**config.mk**
```make
export PLATFORM = sky130hd
export DESIGN_NAME = mem_wb_stage
export DESIGN_NICKNAME = d
export VERILOG_FILES = /design/src/rtl/mem_wb_stage.sv
export SDC_FILE = /design/constraint.sdc
export NUM_CORES = 1
export LEC_CHECK = 0
export ABC_AREA = 1
export BUFFER_PORTS_ARGS = -buffer_cell sky130_fd_sc_hd__clkbuf_2
export CAP_MARGIN = 20
export CORE_ASPECT_RATIO = 1.5
export CORE_MARGIN = 3
export CORE_UTILIZATION = 47
export CTS_CLUSTER_SIZE = 25
export DETAILED_ROUTE_END_ITERATION = 7
export MAX_ROUTING_LAYER = met4
export PLACE_DENSITY = 0.88
export SLEW_MARGIN = 20
export SYNTH_ARGS = -nofsm -noshare
export SYNTH_HDL_FRONTEND = slang
export SYNTH_SLANG_ARGS = --single-unit
```
**constraint.sdc**
```tcl
create_clock -name clk -period 0.9 [get_ports clk]
set_input_delay 0.18 -clock clk [delete_from_list [all_inputs] [get_ports clk]]
set_output_delay 0.18 -clock clk [all_outputs]
set_load 0.01 [all_outputs]
```
**src/rtl/mem_wb_stage.sv**
```systemverilog
// MEM/WB pipeline register with load-data formatter (byte/half/word, sign/zero extend).
// Optional retire counter port enabled by defining WB_RETIRE_CNT_EN.
module mem_wb_stage #(
   parameter int DATA_W = 32,
   parameter int REG_AW = 5
) (
   input  logic              clk,
   input  logic              rst_n,
   input  logic              stall,
   input  logic              flush,
   input  logic              in_valid,
   input  logic [5:0]        in_opcode,
   input  logic [DATA_W-1:0] in_alu_result,
   input  logic [DATA_W-1:0] in_mem_data,
   input  logic [REG_AW-1:0] in_rd,
   input  logic              in_regwrite,
   input  logic              in_memtoreg,
   output logic              wb_valid,
   output logic              wb_regwrite,
   output logic [REG_AW-1:0] wb_rd,
   output logic [DATA_W-1:0] wb_data,
   output logic              wb_misalign
`ifdef WB_RETIRE_CNT_EN
   ,
   output logic [31:0]       retire_count
`endif
);

   localparam logic [5:0] OP_LW  = 6'b100011;
   localparam logic [5:0] OP_LH  = 6'b100001;
   localparam logic [5:0] OP_LHU = 6'b100101;
   localparam logic [5:0] OP_LB  = 6'b100000;
   localparam logic [5:0] OP_LBU = 6'b100100;

   logic [7:0]        byte_sel;
   logic [15:0]       half_sel;
   logic [DATA_W-1:0] load_data;
   logic [DATA_W-1:0] next_data;
   logic              misaligned;
   logic              next_regwrite;

   // Little-endian lane pick; lane widths assume a 32-bit datapath.
   always_comb begin
      byte_sel = in_mem_data[7:0];
      case (in_alu_result[1:0])
         2'd0: byte_sel = in_mem_data[7:0];
         2'd1: byte_sel = in_mem_data[15:8];
         2'd2: byte_sel = in_mem_data[23:16];
         2'd3: byte_sel = in_mem_data[31:24];
         default: byte_sel = in_mem_data[7:0];
      endcase
      half_sel = in_alu_result[1] ? in_mem_data[31:16] : in_mem_data[15:0];
   end

   always_comb begin
      load_data  = in_mem_data;
      misaligned = 1'b0;
      case (in_opcode)
         OP_LW: begin
            load_data  = in_mem_data;
            misaligned = (in_alu_result[1:0] != 2'b00);
         end
         OP_LH: begin
            load_data  = {{(DATA_W-16){half_sel[15]}}, half_sel};
            misaligned = in_alu_result[0];
         end
         OP_LHU: begin
            load_data  = {{(DATA_W-16){1'b0}}, half_sel};
            misaligned = in_alu_result[0];
         end
         OP_LB:  load_data = {{(DATA_W-8){byte_sel[7]}}, byte_sel};
         OP_LBU: load_data = {{(DATA_W-8){1'b0}}, byte_sel};
         default: load_data = in_mem_data;
      endcase
      // Alignment only matters when the slot actually writes back from memory.
      misaligned    = misaligned & in_valid & in_memtoreg;
      next_data     = in_memtoreg ? load_data : in_alu_result;
      next_regwrite = in_valid & in_regwrite & (in_rd != '0) & ~misaligned;
   end

   always_ff @(posedge clk or negedge rst_n) begin
      if (!rst_n) begin
         wb_valid    <= 1'b0;
         wb_regwrite <= 1'b0;
         wb_rd       <= '0;
         wb_data     <= '0;
         wb_misalign <= 1'b0;
      end else if (flush) begin
         wb_valid    <= 1'b0;
         wb_regwrite <= 1'b0;
         wb_rd       <= '0;
         wb_data     <= '0;
         wb_misalign <= 1'b0;
      end else if (stall) begin
         // Hold the slot but never repeat the misalign pulse.
         wb_misalign <= 1'b0;
      end else begin
         wb_valid    <= in_valid;
         wb_regwrite <= next_regwrite;
         wb_rd       <= in_rd;
         wb_data     <= next_data;
         wb_misalign <= misaligned;
      end
   end

`ifdef WB_RETIRE_CNT_EN
   always_ff @(posedge clk or negedge rst_n) begin
      if (!rst_n)
         retire_count <= '0;
      else if (!flush && !stall && in_valid)
         retire_count <= retire_count + 32'd1;
   end
`endif

endmodule

```
==> flow_summary_export.csv, run 1 <==
group,metric,value,unit
global_routing,grt_use_met3,2.323,%
setup_path,critical_path_required,1.09,ns
place,place_congestion,0.9863,
setup_path,crit_path_start_kind,"primary input",
place,dp_hpwl,6970,um
setup_path,crit_arrival,1.38,ns
finish,area_growth_syn_to_layout,69.88,%
routing,detail-route-antenna-nets,0,
timing,fin_skew,0,ns
synthesis,synthCells,403,
floorplanning,die_h,96.74,um
power_and_ir_drop,ir_worst_vdd,0.8501,mV
setup_path,endpoint_kind,"register",
cts,clockBufferDepth,2,
place,port_buffers,121,
global_routing,busiest_layer,"met2",
timing,setup-violations-final,74,
synthesis,synth_area_leaders,"dfrtp_1 39%, nand2_1 24%, nor2_1 10%",
outcome,status,"complete, but fails checks",
cts,cts_root_buf,"clkbuf_8",
routing,routedWlPerCell,16.51,um
hold_path,hold_path_class,"primary input to register",
routing,vias_per_cell,5.464,
setup_path,critPathMaxFanout,8,
outcome,failed_checks,"setup timing",
timing,timing.final.crit_share,132.8,%
timing,grt_setup_unrepaired,"yes",
floorplanning,rows,32,
routing,totalWireLength,10990,um
timing,slew_headroom,78.83,%
place,place_area,3638,sq um
timing,finalHoldViolations,0,
timing,final.setup.worst_slack,-0.2954,ns
floorplanning,dieArea,6433,sq um
synthesis,ys.warnings.count,0,
floorplanning,ioPinCount,122,
synthesis,synth_seq_cells,40,
finish,stdcell_count,666,
global_routing,track_usage,30.47,%
timing,finalCriticalPeriod,1.195,ns
timing,drv_slew,0,
routing,first_pass_iters,5,
place,pre_cts_ws,-0.6400,ns
finish,final_cell_area,4383,sq um
place,place_inst,624,
global_routing,grt-ovfl-total,0,
cts,cts_tree,"yes",
cts,clk_latency,0.29,ns
global_routing,antenna_found_initial,0,
synthesis,yosysSeqAreaShare,38.80,%
power_and_ir_drop,cellLeakagePower,0.002489,uW
synthesis,yosysTopAreaCell,"dfrtp_1",
global_routing,grt_max_degree,41,
global_routing,grt_pass1_vias,3316,
power_and_ir_drop,fin_total_pwr,5010,uW
global_routing,grt_use_met2,52.03,%
synthesis,synth_cell_type_count,27,
timing,max_freq,836.6,MHz
cts,clk_pin_slew_worst_paths,0.08,ns
global_routing,met1_usage,34.60,%
global_routing,grt_pass1_wl,15040,um
routing,drc_errors,0,
synthesis,syn_nets,485,
routing,num_vias,3639,
cts,clkSinkCount,40,
floorplanning,die_width,66.50,um
cts,numCtsBuffers,5,
finish,fin_nets,679,
synthesis,syn_area_per_cell,6.402,sq um
power_and_ir_drop,powerDensity,1143,nW/um^2
floorplanning,start_util,49.19,%
floorplanning,core,5245,sq um
setup_path,path_class,"primary input to register",
finish,utilization,83.56,%
routing,first_iter_violations,370,
cts,htree_levels,2,
synthesis,syn_area,2580,sq um
finish,n_antenna_cell,0,
timing,worstMarginPinSlew,0.3175,ns
job,maxCapViolCount,0,
finish,drive_above_1_share,49.16,%
synthesis,netlist.area_leader.share,38.80,%
[cells by family (layout without fill, tap and decap cells)]
logic type	Yosys count	in the layout	synth area share, %
simple gates	284	285	46.27
flops	40	40	38.80
buf+inv	39	233	6.401
compound gates	40	40	8.535
[registers in the layout (all words and copies together), names as in the netlist]
name         flops
wb_misalign      1
wb_regwrite      1
wb_data         32
wb_rd            5
wb_valid         1
[repair_timing]
item | CTS | global route
buffers inserted | 14 | 18
hold buffers | 1 | 0
pin swaps | 19 | 38
gates resized for setup | 46 | 74
endpoints found under the hold margin | 40 | 0
endpoints found under the setup margin | 74 | 74
gates cloned | 0 | 1
[synthesized netlist by cell type (all sizes together)]
cell,number
or2,9
dfrtp,40
buf,8
inv,23
nor2,74
clkbuf,8
nand4,8
nor3,2
o21ai,29
nand3,16
a22o,4
o22ai,1
o21bai,1
a31oi,1
a21oi,4
nand2,175
[report_power, final]
part | leakage [uW] | internal, uW | switching (uW) | total, uW
clock network | 0.0000541 | 821 | 675 | 1500
registers | 0.000530 | 1910 | 75.7 | 1990
logic | 0.00190 | 715 | 811 | 1530
total | 0.00249 | 3450 | 1560 | 5010
[per-stage QoR]
| step | setup TNS [ns] | hold slack (ns) |
|---|---|---|
| 2_1_floorplan | -6.617 | -0.1156 |
| 3_3_place_gp | -17.38 | 0.1658 |
| 3_5_place_dp | -18.10 | 0.1685 |
| 4_1_cts | -7.133 | 0.1307 |
| 5_1_grt | -12.07 | 0.1364 |
| 6_report | -9.488 | 0.1266 |
[worst max-delay path, stage by stage]
cell     delay (ns)
buf_8          0.10
nor2_4         0.16
nand3_4        0.11
buf_6          0.15
nor2_4         0.13
buf_6          0.13
nand2_8        0.09
nand2_2        0.08
nand2_1        0.06
nand2_1        0.10
nand2_1        0.07
[metal layers]
layer  vias to the layer above  part of all wire [%]
li1                       1649                     -
met1                      1668                    34
met2                       246                    51
met3                        76                   7.1
met4                         0                   7.9
met5                         -                     0
[path summary, 6_finish.rpt]
| path | to | slack (ns) | cells past startpoint | from |
|---|---|---|---|---|
| min in group asynchronous | wb_data[24] | 0.38 | 3 | rst_n |
| worst min register to register | wb_data[8] | 0.49 | 2 | wb_data[8] |
| worst max-delay path | wb_data[21] | -0.30 | 11 | in_opcode[4] |
| worst min-delay path | wb_rd[3] | 0.13 | 2 | in_rd[3] |
| worst max register to register | wb_data[15] | -0.01 | 4 | wb_data[15] |
| max in group asynchronous | wb_data[8] | 0.31 | 3 | rst_n |
[cell type report]
| cell class | instances | area, sq um |
|---|---|---|
| clock inverter | 3 | 42.54 |
| sequential | 40 | 1001 |
| inverter | 23 | 93.84 |
| fill | 300 | 862.1 |
| multi-input combinational | 325 | 1723 |
| tap | 68 | 85.08 |
| clock buffer | 5 | 68.82 |
| timing repair buffer | 202 | 1369 |
[placed cells by master, fill, tap and decap left out, drive strengths merged]
master / synthesis / layout
bufinv: 0 / 1
nor3: 2 / 2
dfrtp: 40 / 40
o21bai: 1 / 1
inv: 23 / 23
a21oi: 4 / 4
dlygate4sd3: 0 / 1
nand3: 16 / 16
clkinv: 0 / 1
nand2: 175 / 176
clkinvlp: 0 / 1
nand4: 8 / 8
a22o: 4 / 4
o21ai: 29 / 29
nor2: 74 / 74
a31oi: 1 / 1
or2: 9 / 9
clkbuf: 8 / 117
buf: 8 / 89
o22ai: 1 / 1
Power figures use the tool's default switching activity.
==> run 2: changes to the inputs <==
Settings changed: CORE_MARGIN 3 to unset.
==> run 2 against run 1 <==
Effect of this change:
- the run still ends with setup timing left
- sequential cell count is the same
- non-clock buffer count shrank 1
- critical path type unchanged
- sequential share of layout area grew 0.34 points
- largest power group unchanged
- sequential power is essentially flat
- final area shrank 1.5%
- worst hold slack gained 0.00087 ns
- power shrank 0.60%
- wire length shrank 8.5%
- register-to-register slack is essentially flat
- via count shrank 3.4%
==> flow_summary_export.csv, run 2 (synthesized netlist as in run 1, its figures left out) <==
group,metric,value,unit
global_routing,grt_pass1_vias,3309,
finish,drive_above_1_share,47.40,%
global_routing,grt_max_degree,41,
setup_path,crit_path_start_kind,"primary input",
finish,fillers,355,
finish,largest_reg_flops,32,
place,place_inst,620,
timing,slew_headroom,81.81,%
floorplanning,die_width,62.50,um
floorplanning,core,5205,sq um
global_routing,grt_pass1_wl,14870,um
place,place_area,3621,sq um
cts,clkSinkCount,40,
hold_path,hold_path_class,"primary input to register",
timing,fin_skew,0,ns
timing,grt_setup_unrepaired,"yes",
routing,drc_errors,0,
place,port_buffers,121,
setup_path,path_class,"primary input to register",
routing,num_vias,3516,
setup_path,crit_slowest_cell,"buf_6",
floorplanning,rows,32,
cts,cts_root_buf,"clkbuf_8",
global_routing,grt-ovfl-total,0,
timing,max_freq,857.2,MHz
routing,totalWireLength,10060,um
cts,clockBufferDepth,2,
cts,htree_levels,2,
finish,n_antenna_cell,0,
floorplanning,ioPinCount,122,
timing,worstMarginPinSlew,0.2721,ns
setup_path,critical_path_required,1.12,ns
floorplanning,dieArea,5796,sq um
timing,final.setup.worst_slack,-0.2666,ns
place,place_congestion,0.8933,
setup_path,path_cells,"buf_8, nor2_4, buf_4, nand2_2, inv_2, nand3_2, buf_6, o21ai_2, nor2_1, o21ai_0",
cts,clk_latency,0.29,ns
routing,vias_per_cell,5.287,
setup_path,critical_path.max_stage_delay,0.17,ns
power_and_ir_drop,ir_worst_vdd,0.8256,mV
job,maxCapViolCount,0,
timing,finalCriticalPeriod,1.167,ns
routing,detail-route-antenna-nets,0,
global_routing,antenna_found_initial,0,
routing,first_pass_iters,5,
floorplanning,start_util,49.57,%
hold_path,holdPathStages,2,
power_and_ir_drop,powerDensity,1153,nW/um^2
timing,finalHoldViolations,0,
finish,registers.top_by_ff_count,"wb_data",
timing,hold_ws,0.1275,ns
finish,most-common-layout-cells,"150 x nand2_1, 112 x clkbuf_2, 70 x buf_4",
setup_path,r2r_cells,3,
finish,stdcell_count,665,
timing,setup_tns,-8.397,ns
cts,numCtsBuffers,5,
place,dp_hpwl,6728,um
global_routing,track_usage,33.68,%
timing,timing.final.crit_share,129.6,%
setup_path,endpoint_kind,"register",
power_and_ir_drop,fin_total_pwr,4980,uW
power_and_ir_drop,cellLeakagePower,0.002484,uW
floorplanning,die_h,92.74,um
setup_path,critPathMaxFanout,6,
outcome,status,"complete, but fails checks",
finish,fin_nets,678,
routing,first_iter_violations,207,
timing,setup-violations-final,75,
finish,reg.largest.list,"wb_data: 32 flops, wb_rd: 5 flops",
finish,mostFrequentLayoutCell,"nand2_1",
cts,clk_pin_slew_worst_paths,0.09,ns
finish,final_cell_area,4319,sq um
finish,area_growth_syn_to_layout,67.41,%
timing,drv_slew,0,
routing,routedWlPerCell,15.12,um
outcome,failed_checks,"setup timing",
cts,cts_tree,"yes",
setup_path,crit_arrival,1.38,ns
==> run 2: cell types whose count changed in the layout (fill, tap and decap cells not counted), moves of 3 or more <==
cell,delta
o21ai_1,+3
nand2_1,+12
inv_2,+3
nand2_4,-4
nand2_2,-8
buf_4,+3
buf_6,-6
==> run 2: metal layers <==
metal / track usage [%] / up-vias / part of all wire [%]
met5: - / - / 0
met4: 18.80 / 0 / 5.5
met3: 4.433 / 57 / 6.1
met2: 59.33 / 193 / 53
met1: 36.13 / 1619 / 35
li1: - / 1647 / -
==> run 2: worst max-delay path: cells and delay by family <==
kind	cells	cell delay, ns
compound gates	2	0.28
simple gates	4	0.41
buf+inv	4	0.51
==> run 2: report_power, final <==
group	switching, uW	internal, uW
clock network	685	821
logic	776	719
registers	65.9	1910
total	1530	3450
==> run 2: area by class of cell <==
class,count,area (sq um),area share [%]
well taps,68,85.08,1.970
clock buffers,5,68.82,1.593
multi-input cells,325,1672,38.70
clock inverters,3,42.54,0.9849
flip-flops and latches,40,1001,23.17
repair buffers,201,1361,31.52
inverters,23,88.84,2.057
==> run 2: what timing repair did <==
item | CTS | global route
endpoints found under the setup margin | 74 | 74
gates resized for setup | 55 | 43
endpoints found under the hold margin | 40 | 0
gates cloned | 1 | 0
setup buffers | 18 | 17
pin swaps | 27 | 20
hold buffers | 1 | 0
==> run 2: worst paths after layout <==
kind | start | endpoint | slack (ns)
setup / recovery | in_opcode[3] | wb_data[7] | -0.27
hold / removal | in_rd[4] | wb_rd[4] | 0.13
setup reg to reg | wb_rd[0] | wb_rd[0] | 0
hold reg to reg | wb_data[13] | wb_data[13] | 0.48
max in group asynchronous | rst_n | wb_data[25] | 0.31
min in group asynchronous | rst_n | wb_rd[1] | 0.39
==> run 2: through the flow <==
stage | util (%) | setup slack [ns]
global placement | 69.57 | -0.5216
global route | 82.98 | -0.2846
detailed placement | 69.57 | -0.5683
CTS | 78.05 | -0.1483
finish | 82.98 | -0.2666
floorplan | - | -0.2482
==> run 3: changes to the inputs <==
Settings changed: TNS_END_PERCENT set to 5.
==> run 3 against run 2 <==
Effect of this change:
- the flow still finishes with violations (setup timing)
- combinational power is 15% lower
- register-to-register slack better by 0.19 ns
- core utilization shrank 6.7 points
- non-clock buffer count shrank 31
- via count is 6.9% lower
- maximum frequency increased by 11%
- die area did not move
- worst hold slack better by 0.0010 ns
- final area down 8.1%
- first-iteration DRC count increased by 11%
- sequential share of layout area grew 2.0 points
- largest power group unchanged
==> flow_summary_export.csv, run 3 (synthesized netlist as in run 1, its figures left out) <==
group,metric,value,unit
outcome,status,"complete, but fails checks",
outcome,failed_checks,"setup timing",
routing,vias_per_cell,5.166,
routing,routedWlPerCell,14.26,um
finish,drive_above_1_share,41.87,%
setup_path,path_cells,"buf_8, nor2_4, nand3_4, buf_4, buf_4, nand2_1, o21ai_0, nor2_1, o21ai_0",
place,dp_hpwl,6851,um
timing,fin_skew,0,ns
routing,first_pass_iters,5,
power_and_ir_drop,ir_worst_vdd,0.5496,mV
global_routing,grt_pass1_vias,3217,
cts,clk_latency,0.29,ns
finish,seqCellArea,1001,sq um
power_and_ir_drop,powerDensity,1147,nW/um^2
cts,clk_pin_slew_worst_paths,0.08,ns
routing,drc_errors,0,
cts,htree_levels,2,
finish,stdcell_count,634,
timing,grt_setup_unrepaired,"yes",
finish,registers.top_by_ff_count,"wb_data",
timing,final.setup.worst_slack,-0.1465,ns
floorplanning,core,5205,sq um
global_routing,track_usage,32.91,%
global_routing,antenna_found_initial,0,
timing,slew_headroom,82.21,%
timing,finalCriticalPeriod,1.046,ns
finish,n_antenna_cell,0,
routing,totalWireLength,9043,um
finish,multi_input_area,1599,sq um
global_routing,grt-ovfl-total,0,
floorplanning,die_width,62.50,um
global_routing,grt_pass1_wl,14330,um
power_and_ir_drop,fin_total_pwr,4554,uW
floorplanning,start_util,49.57,%
cts,cts_tree,"yes",
place,port_buffers,121,
timing,worstMarginPinSlew,0.2662,ns
setup_path,crit_arrival,1.23,ns
place,place_congestion,0.9600,
finish,most-common-layout-cells,"156 x nand2_1, 114 x clkbuf_2, 61 x nor2_1",
finish,reg.largest.list,"wb_data: 32 flops, wb_rd: 5 flops",
timing,timing.final.crit_share,116.3,%
cts,cts_root_buf,"clkbuf_8",
setup_path,critical_path.max_stage_delay,0.17,ns
hold_path,hold_path_class,"primary input to register",
setup_path,endpoint_kind,"register",
timing,setup-violations-final,73,
routing,detail-route-antenna-nets,0,
setup_path,critical_path_required,1.08,ns
timing,drv_slew,0,
finish,fillers,430,
cts,numCtsBuffers,5,
setup_path,crit_slowest_cell,"nor2_4",
finish,area_growth_syn_to_layout,53.93,%
global_routing,grt_max_degree,41,
power_and_ir_drop,cellLeakagePower,0.002284,uW
routing,num_vias,3275,
finish,mostFrequentLayoutCell,"nand2_1",
timing,max_freq,955.6,MHz
routing,first_iter_violations,229,
floorplanning,dieArea,5796,sq um
finish,largest_reg_flops,32,
floorplanning,rows,32,
floorplanning,ioPinCount,122,
setup_path,critPathMaxFanout,9,
finish,fin_nets,647,
place,place_inst,620,
setup_path,path_class,"primary input to register",
cts,clkSinkCount,40,
job,maxCapViolCount,0,
cts,clockBufferDepth,2,
setup_path,crit_path_start_kind,"primary input",
setup_path,critical_path_buf_inv_count,3,
floorplanning,die_h,92.74,um
setup_path,critPathTopFamily,"simple AND/OR/NAND/NOR gates",
timing,finalHoldViolations,0,
## run 3: final timing paths
kind	startpoint	to	slack, ns	cells after the start
worst max-delay path	in_opcode[3]	wb_data[15]	-0.15	9
max in group asynchronous	rst_n	wb_data[26]	0.29	3
min in group asynchronous	rst_n	wb_data[6]	0.39	3
worst max register to register	wb_valid	wb_valid	0.19	1
worst min-delay path	in_rd[0]	wb_rd[0]	0.13	2
worst min register to register	wb_data[26]	wb_data[26]	0.48	2
## run 3: through the flow
| stage | util [%] | setup TNS (ns) | instance area, sq um | setup slack, ns | hold WS [ns] |
|---|---|---|---|---|---|
| 6_report | 76.30 | -6.922 | 3971 | -0.1465 | 0.1285 |
| 5_1_grt | 76.30 | -10.09 | 3971 | -0.2242 | 0.1394 |
| 4_1_cts | 74.86 | -6.671 | 3896 | -0.1295 | 0.1353 |
| 3_5_place_dp | 69.13 | -17.14 | 3598 | -0.5628 | 0.1783 |
| 3_3_place_gp | 69.13 | -16.56 | 3598 | -0.5220 | 0.1669 |
| 2_1_floorplan | - | -7.160 | 2610 | -0.2486 | -0.1156 |
## run 3: layout make-up
class / count / share of cell area (%)
Multi-Input combinational cell: 325 / 40.26
Timing Repair Buffer: 170 / 27.85
Sequential cell: 40 / 25.20
Clock buffer: 7 / 2.174
Inverter: 23 / 2.174
Tap cell: 68 / 2.142
Clock inverter: 1 / 0.1890
## run 3: repair_timing
item	4_1_cts	5_1_grt
pin swaps	21	15
cloned	1	0
setup endpoints to repair	74	74
resized for setup	47	25
hold endpoints to repair	40	0
buffers inserted	3	1
hold buffers	1	0
## run 3: power breakdown
part           internal [uW]  switching [uW]  leakage [uW]
clock                    624             663     0.0000445
combinational            591             693       0.00171
sequential              1910            69.6      0.000530
## run 3: routing by layer
metal	vias up	track usage [%]	wire (um)
li1	1590	-	-
met1	1502	33.96	3276
met2	147	61.41	4913
met3	36	3.571	510
met4	0	15.50	343
met5	-	-	0
